$ cat config.mk
export PLATFORM = sky130hd
export DESIGN_NAME = current_offset_calibrator
export DESIGN_NICKNAME = d
export VERILOG_FILES = /design/src/rtl/current_offset_calibrator.sv
export SDC_FILE = /design/constraint.sdc
export NUM_CORES = 1
export LEC_CHECK = 0
export CAP_MARGIN = 20
export CORE_MARGIN = 5
export CORE_UTILIZATION = 60
export CTS_CLUSTER_SIZE = 40
export DETAILED_ROUTE_END_ITERATION = 8
export GPL_ROUTABILITY_DRIVEN = 0
export PLACE_DENSITY = 0.86
export SLEW_MARGIN = 15
export SYNTH_ARGS = -nofsm -noshare
export SYNTH_HDL_FRONTEND = slang
export SYNTH_SLANG_ARGS = --single-unit
$ cat constraint.sdc
create_clock -name clk -period 6.8 [get_ports clk]
set_input_delay 1.36 -clock clk [delete_from_list [all_inputs] [get_ports clk]]
set_output_delay 1.36 -clock clk [all_outputs]
set_load 0.05 [all_outputs]
$ cat src/rtl/current_offset_calibrator.sv
// Raw ADC front end: averages 2^CAL_SHIFT samples per channel into a zero-current offset,
// then streams signed offset-corrected samples downstream over valid/ready.
module current_offset_calibrator #(
    parameter int unsigned IN_WIDTH   = 12,
    parameter int unsigned DATA_WIDTH = 16,
    parameter int unsigned DATA_COUNT = 1,
    parameter int unsigned CAL_SHIFT  = 6
) (
    input  logic                             clk,
    input  logic                             reset,
    input  logic [DATA_COUNT*IN_WIDTH-1:0]   in_data,
    input  logic                             in_valid,
    output logic                             in_ready,
    output logic [DATA_COUNT*DATA_WIDTH-1:0] out_data,
    output logic                             out_valid,
    input  logic                             out_ready,
    input  logic                             cal_start,
    output logic                             cal_done,
    output logic [DATA_COUNT*IN_WIDTH-1:0]   offset_data
);

    localparam int unsigned ACC_WIDTH = IN_WIDTH + CAL_SHIFT;
    localparam int unsigned CNT_WIDTH = CAL_SHIFT;
    localparam logic [ACC_WIDTH:0] ROUND = (ACC_WIDTH + 1)'(1) << (CAL_SHIFT - 1);

    typedef enum logic {
        ST_CAL = 1'b0,
        ST_RUN = 1'b1
    } state_t;

    state_t               state;
    state_t               state_nx;
    logic                 pending;
    logic [CNT_WIDTH-1:0] count;
    logic                 in_xfer;
    logic                 out_xfer;
    logic                 cal_last;
    logic                 enter_cal;

    assign in_xfer   = in_valid && in_ready;
    assign out_xfer  = out_valid && out_ready;
    assign cal_last  = (state == ST_CAL) && in_xfer && (count == '1);
    assign enter_cal = (state == ST_RUN) && pending && (!out_valid || out_ready);

    // State register
    always_ff @(posedge clk or posedge reset) begin
        if (reset) begin
            state <= ST_CAL;
        end else begin
            state <= state_nx;
        end
    end

    // Next-state logic
    always_comb begin
        state_nx = state;
        case (state)
            ST_CAL: if (cal_last)  state_nx = ST_RUN;
            ST_RUN: if (enter_cal) state_nx = ST_CAL;
            default:               state_nx = ST_CAL;
        endcase
    end

    // Input acceptance; a pending recalibration blocks new input until the output drains
    always_comb begin
        in_ready = 1'b0;
        case (state)
            ST_CAL:  in_ready = 1'b1;
            ST_RUN:  in_ready = !pending && (!out_valid || out_ready);
            default: in_ready = 1'b0;
        endcase
    end

    // Sample counter, recalibration request and handshake flags
    always_ff @(posedge clk or posedge reset) begin
        if (reset) begin
            count     <= '0;
            pending   <= 1'b0;
            out_valid <= 1'b0;
            cal_done  <= 1'b0;
        end else begin
            if ((state == ST_CAL) && in_xfer) begin
                count <= count + CNT_WIDTH'(1);
            end

            if (enter_cal) begin
                pending <= 1'b0;
            end else if ((state == ST_RUN) && cal_start) begin
                pending <= 1'b1;
            end

            if (cal_last) begin
                cal_done <= 1'b1;
            end else if (enter_cal) begin
                cal_done <= 1'b0;
            end

            if ((state == ST_RUN) && in_xfer) begin
                out_valid <= 1'b1;
            end else if (out_xfer) begin
                out_valid <= 1'b0;
            end
        end
    end

    // Per-channel accumulator, offset and output register; channel 0 sits in the MSBs
    for (genvar ch = 0; ch < int'(DATA_COUNT); ch++) begin : g_ch
        localparam int unsigned ILSB = (DATA_COUNT - 1 - ch) * IN_WIDTH;
        localparam int unsigned OLSB = (DATA_COUNT - 1 - ch) * DATA_WIDTH;

        logic        [IN_WIDTH-1:0]   code;
        logic        [ACC_WIDTH-1:0]  acc_q;
        logic        [ACC_WIDTH-1:0]  sum;
        logic        [ACC_WIDTH:0]    rounded;
        logic        [IN_WIDTH:0]     mean;
        logic        [IN_WIDTH-1:0]   offset_nx;
        logic        [IN_WIDTH-1:0]   offset_q;
        logic signed [IN_WIDTH:0]     diff;
        logic        [DATA_WIDTH-1:0] out_q;

        assign code      = in_data[ILSB +: IN_WIDTH];
        assign sum       = acc_q + ACC_WIDTH'(code);
        assign rounded   = {1'b0, sum} + ROUND;
        assign mean      = (IN_WIDTH + 1)'(rounded >> CAL_SHIFT);
        assign offset_nx = mean[IN_WIDTH] ? {IN_WIDTH{1'b1}} : mean[IN_WIDTH-1:0];
        assign diff      = signed'({1'b0, code}) - signed'({1'b0, offset_q});

        always_ff @(posedge clk or posedge reset) begin
            if (reset) begin
                acc_q    <= '0;
                offset_q <= '0;
                out_q    <= '0;
            end else begin
                if ((state == ST_CAL) && in_xfer) begin
                    acc_q <= cal_last ? '0 : sum;
                end
                if (cal_last) begin
                    offset_q <= offset_nx;
                end
                if ((state == ST_RUN) && in_xfer) begin
                    out_q <= DATA_WIDTH'(diff);
                end
            end
        end

        assign offset_data[ILSB +: IN_WIDTH] = offset_q;
        assign out_data[OLSB +: DATA_WIDTH]  = out_q;
    end

endmodule

# Word level (Yosys, flattened, before mapping)
# Cells that the tools add are included.
# word_totals
ff_bits	53
inputBits	17
# op_classes
n_addsub	4
n_eq_ne	1
muxes	12
n_bitwise	1
reduce_logical	15
# ops
op	n
$add 18x6->19 const B	1
$add 18x12->18	1
$mux 18	1
$sub 12x12->13	1
$mux 12	1
$logic_and 1x1->1	9
$mux 1	8
$add 6x1->6 const B	1
$eq 6x6->1 const B	1
$reduce_bool 2->1	3
$pmux 1 s2	2
$logic_not 1->1	2
$logic_or 1x1->1	1
$not 1->1	1

# Depth between registers and ports, before layout
# depth
word_depth	9
depth_mapped	11

# Worst setup path after synthesis
# OpenSTA, ideal clock, no wires.
# synth_timing
path_type	input to output
from	input out_ready
to	output in_ready
t_arrival_ns	2.667
setup_slack_ns	2.773
stages	3
path_buffers	0
path_cell_list	nand2b_1 inv_1 o21ai_0
# synth_via
elab_chain_len	3
# synth_lines
item	line_no	rtl
from (decl)	16	input logic out_ready,
$logic_or 1x1->1	69	ST_RUN: in_ready = !pending && (!out_valid || out_ready);
$logic_and 1x1->1	69	
$pmux 1 s2	67	case (state)
to (decl)	13	output logic in_ready,
# Every way passes these cells.

# Worst setup path in the final report
# layout_timing
from	input in_data[0]
to	register g_ch[0].offset_q[11] (netlist: offset_data[11])
# layout_via
elab_chain_len	3
# layout_lines
item	line_no	rtl
from (decl)	11	input logic [DATA_COUNT*IN_WIDTH-1:0] in_data,
$add 18x12->18	122	assign sum = acc_q + ACC_WIDTH'(code);
$add 18x6->19	123	assign rounded = {1'b0, sum} + ROUND;
$mux 12	125	assign offset_nx = mean[IN_WIDTH] ? {IN_WIDTH{1'b1}} : mean[IN_WIDTH-1:0];
to (signal assigned)	138	offset_q <= offset_nx;
to (decl)	117	logic [IN_WIDTH-1:0] offset_q;
# Every way passes these cells.
# A chain may end at the register's enable or synchronous reset.

==> summary by stage <==
Finish
After the last flow step, the layout net total stands at 457. The non-filler instance count after layout is 488. The total inserted antenna cells is 0. For this run, the share of the core covered by cells in the final layout is 0.710. The fill cell total of the finished layout is 466. Summing all flip-flop and latch instances after layout gives 1330 um2.

Summing all multi-input logic gate instances after layout gives 2060 um2. The area growth from synthesis to layout is 16.6%. The fraction of layout instances using a drive strength above 1 is 0.0799.

CTS
The clock tree synthesis step divided the H-tree into 2 levels. The number of gates resized after CTS was 0. The cts-stage hold buffer count is 0. The tree is rooted in a sky130_fd_sc_hd__clkbuf_8.

The TritonCTS sink count is 53. In this run the deepest clock path goes through 2 buffers. The CTS tree is yes.

In this run, CTS created clock tree buffers numbering 5. The number of setup buffers added after CTS is 0. The clock latency reported for the late side of the worst-skew pair is 0.31 ns.

After clock tree synthesis, the clock-pin slew on the worst setup and hold paths is 0.10 ns.

Yosys
The proportion of synthesized flip-flops having asynchronous set or reset is 1.00. After synthesis the netlist holds a flip-flop and latch count of 53. Of the post-synthesis cell area, the dominant cell type holds 0.375.

The leading area contributor after synthesis is sky130_fd_sc_hd__dfrtp_1. By count the netlist is led by 53 x sky130_fd_sc_hd__dfrtp_1, 48 x sky130_fd_sc_hd__nand2_1, 26 x sky130_fd_sc_hd__ha_1. The post-synthesis area per instance is 9.57 um2. The number of nets in the synthesized netlist is 415. In the synthesized netlist the dominant register cell turns out to be sky130_fd_sc_hd__dfrtp_1. The number of warnings issued by yosys is 0. The number of unique standard cell types used by synthesis is 62. The cell with the most instances after synthesis is sky130_fd_sc_hd__dfrtp_1. After synthesis, the cell types taking the most area are sky130_fd_sc_hd__dfrtp_1 37%, sky130_fd_sc_hd__ha_1 9.2%, sky130_fd_sc_hd__nand2_1 5.1%. The cell area after synthesis is 3540 um2. The number of instances in the synthesized netlist is 370. The proportion of synthesized chip area in sequential cells is 0.375.

The count of flip-flops with a built-in enable after synthesis is 0.

Worst setup path
The number of buffers and inverters on the critical path is 1. The worst setup path is launched from an input port. The critical path class is in2reg. Among cell families on the critical path, the largest total delay comes from adder cells. The worst setup path is captured at a register. The cell at the slowest stage of the critical path is sky130_fd_sc_hd__fa_1. The critical path starts at in_data[0]. The internal reg-to-reg setup slack is 3.48 ns. Data on the critical path arrives at its endpoint at 4.64 ns.

In this design, the critical path's most frequently occurring cell is sky130_fd_sc_hd__ha_1. The startpoint identified for the worst register-to-register timing path is g_ch[0].acc_q[0]. The data required time at the worst endpoint is 7.01 ns.

In this run the worst path has a maximum fanout of 5. The delay of the slowest cell on the worst path is 0.45 ns. The signal on the critical path passes through clkdlybuf4s50_1 -> ha_1 -> fa_1 -> a211oi_2 -> o21ai_0 -> xor2_1 -> ha_1 -> nand2_1 -> nor4b_4 -> and4_4 -> a31oi_1 -> a221oi_2.

Power
Dividing total power by cell area gives a power density of 401 nW/um2. Summed over all cells, the static leakage comes to 1.93 nW. The total power is 1.66 mW.

The maximum vdd ir drop is 0.290 mV.

Routing
For this block, the via count after detailed routing is 2,919. The number of iterations in the first detailed-routing pass is 4. The first routing iteration left 148 violations. The wire length per cell is 16.5 um.

The detailed-route vias per instance is 5.98. The final wirelength is 8040 um. In the routed design, unresolved DRC markers number 0. In this run the remaining antenna-violating nets after routing total 0.

Timing
The number of max-slew violations in the final report is 0. The transition at the pin with the smallest max-transition slack is 0.935 ns. Clock skew on the completed layout was measured at 0.0145 ns. The max-slew headroom at the worst pin is 0.376. The post-route minimum period is 4.43 ns. The count of endpoints failing hold in the final timing report came to 0.

Setup violations remaining at the end of the flow were counted as 0. The share of the clock period used by the worst path after layout is 0.652. Static timing analysis puts the maximum clock frequency at 226 MHz. Setup total negative slack on the finished layout was measured at 0 ns. Setup repair after global routing left no endpoint under its margin.

Flow run
Max-cap violations in this run came to 0.

Min path
The class of the most critical hold timing path is reg2reg. The source of the worst hold timing path is cal_done.

Global routing
The first global-routing pass estimated 13,200 um of wire. Across every metal layer, demand over resource in global routing totals 0.219. The initial antenna violation count was 0. The remaining global-route overflow is 0.

Entering global routing, the biggest net connects 54 pins. The number of global-route vias before repair is 2,892.

Floorplanning
The die outline width is 86.8 um. The total number of placement rows is 28. The die is 86.8 um tall. The initial utilization of the core area, before any placement, comes to 0.609. The die covers 7540 um2. 48 I/O pins were placed. The placeable core area is 5820 um2.

Outcome
The run finished with clean final reports.

Placement
Once placement completed, the tool counted placed cells totaling 480. The sum of net half-perimeters after detailed placement is 6130 um. The count of buffers added on input and output ports is 47.
cell families after synthesis:
family,share of synthesized area
buf+inv,0.0438
flops,0.375
simple gates,0.169
compound gates,0.217
fa+ha+maj,0.103
xor+xnor,0.0859
mux,0.00636
tightest hold or removal path, delay by kind of cell (launching register included):
kind,cells,cell delay (ns)
flops,1,0.35
simple gates,2,0.11
cell usage in the layout (no fill, tap or decap), types with 2 or more instances in the layout:
cell                              Yosys  routed
sky130_fd_sc_hd__nand2b_1             5       5
sky130_fd_sc_hd__xor2_1              13      13
sky130_fd_sc_hd__o21bai_1             2       2
sky130_fd_sc_hd__a21o_1               7       7
sky130_fd_sc_hd__and3_1               3       3
sky130_fd_sc_hd__xnor2_2              2       2
sky130_fd_sc_hd__a22oi_1              7       7
sky130_fd_sc_hd__clkbuf_1             8       2
sky130_fd_sc_hd__ha_1                26      26
sky130_fd_sc_hd__a21o_2               2       2
sky130_fd_sc_hd__dfrtp_1             53      53
sky130_fd_sc_hd__clkdlybuf4s50_1      0      47
sky130_fd_sc_hd__nand4_1              4       4
sky130_fd_sc_hd__nor3_1              10      10
sky130_fd_sc_hd__nand2_1             48      48
sky130_fd_sc_hd__o21ai_0             24      24
sky130_fd_sc_hd__o21a_1               4       4
sky130_fd_sc_hd__a21boi_0             2       2
sky130_fd_sc_hd__a31oi_1              3       3
sky130_fd_sc_hd__and4_4               2       2
sky130_fd_sc_hd__xnor2_1             18      18
sky130_fd_sc_hd__a21oi_1             14      14
sky130_fd_sc_hd__mux2_2               2       2
sky130_fd_sc_hd__inv_1               23      22
sky130_fd_sc_hd__a22o_1               8       8
sky130_fd_sc_hd__o211a_1              2       2
sky130_fd_sc_hd__o211ai_1             3       3
sky130_fd_sc_hd__nand3_1              8       8
sky130_fd_sc_hd__nor2_1              14      14
sky130_fd_sc_hd__clkbuf_8             0       5
sky130_fd_sc_hd__nor2b_1              4       4
sky130_fd_sc_hd__fa_1                 2       2
sky130_fd_sc_hd__o31ai_1              8       8
sky130_fd_sc_hd__and2_1               2       2
sky130_fd_sc_hd__a211oi_2             2       2
sky130_fd_sc_hd__o211ai_2             3       3
sky130_fd_sc_hd__o22ai_1              2       2
sky130_fd_sc_hd__a211o_1              2       2
registers in the layout, indices dropped and copies added (netlist names):
register,cells
pending,1
out_valid,1
out_data,13
cal_done,1
offset_data,12
count,6
state,1
g_ch.acc_q,18
per-stage QoR:
stage | setup WS (ns) | hold WS, ns | cell area (um2)
4_1_cts | 2.39 | 0.491 | 4130
5_1_grt | 2.26 | 0.519 | 4130
3_3_place_gp | 2.34 | 0.459 | 4040
2_1_floorplan | 2.77 | 0.453 | 3540
3_5_place_dp | 2.14 | 0.469 | 4040
6_report | 2.37 | 0.489 | 4130
layout make-up:
cell class	instances	share of cell area
Inverter	23	0.0212
Clock buffer	7	0.0185
Timing Repair Buffer	48	0.116
Multi-Input combinational cell	281	0.499
Sequential cell	53	0.321
Clock inverter	1	0.00182
Tap cell	75	0.0227
final timing paths:
kind	cells after the start	end
min reg2reg	2	cal_done
max in group asynchronous	2	g_ch[0].acc_q[5]
max reg2reg	11	offset_data[11]
min in group asynchronous	2	out_data[3]
min	2	cal_done
max	12	offset_data[11]
layer usage:
metal	wire, um	vias to the layer above	global-route usage
met4	125	0	0.0567
met3	385	12	0.0276
met2	4040	75	0.389
met5	0	-	0
met1	3490	1431	0.281
li1	-	1401	-
where the power goes:
part / internal, mW / switching [mW] / total (mW) / leakage (nW)
combinational: 0.400 / 0.588 / 0.988 / 1.24
sequential: 0.413 / 0.0738 / 0.487 / 0.656
clock: 0.0733 / 0.107 / 0.180 / 0.0385
total: 0.886 / 0.769 / 1.66 / 1.93
(Power assumes the default switching activity.)
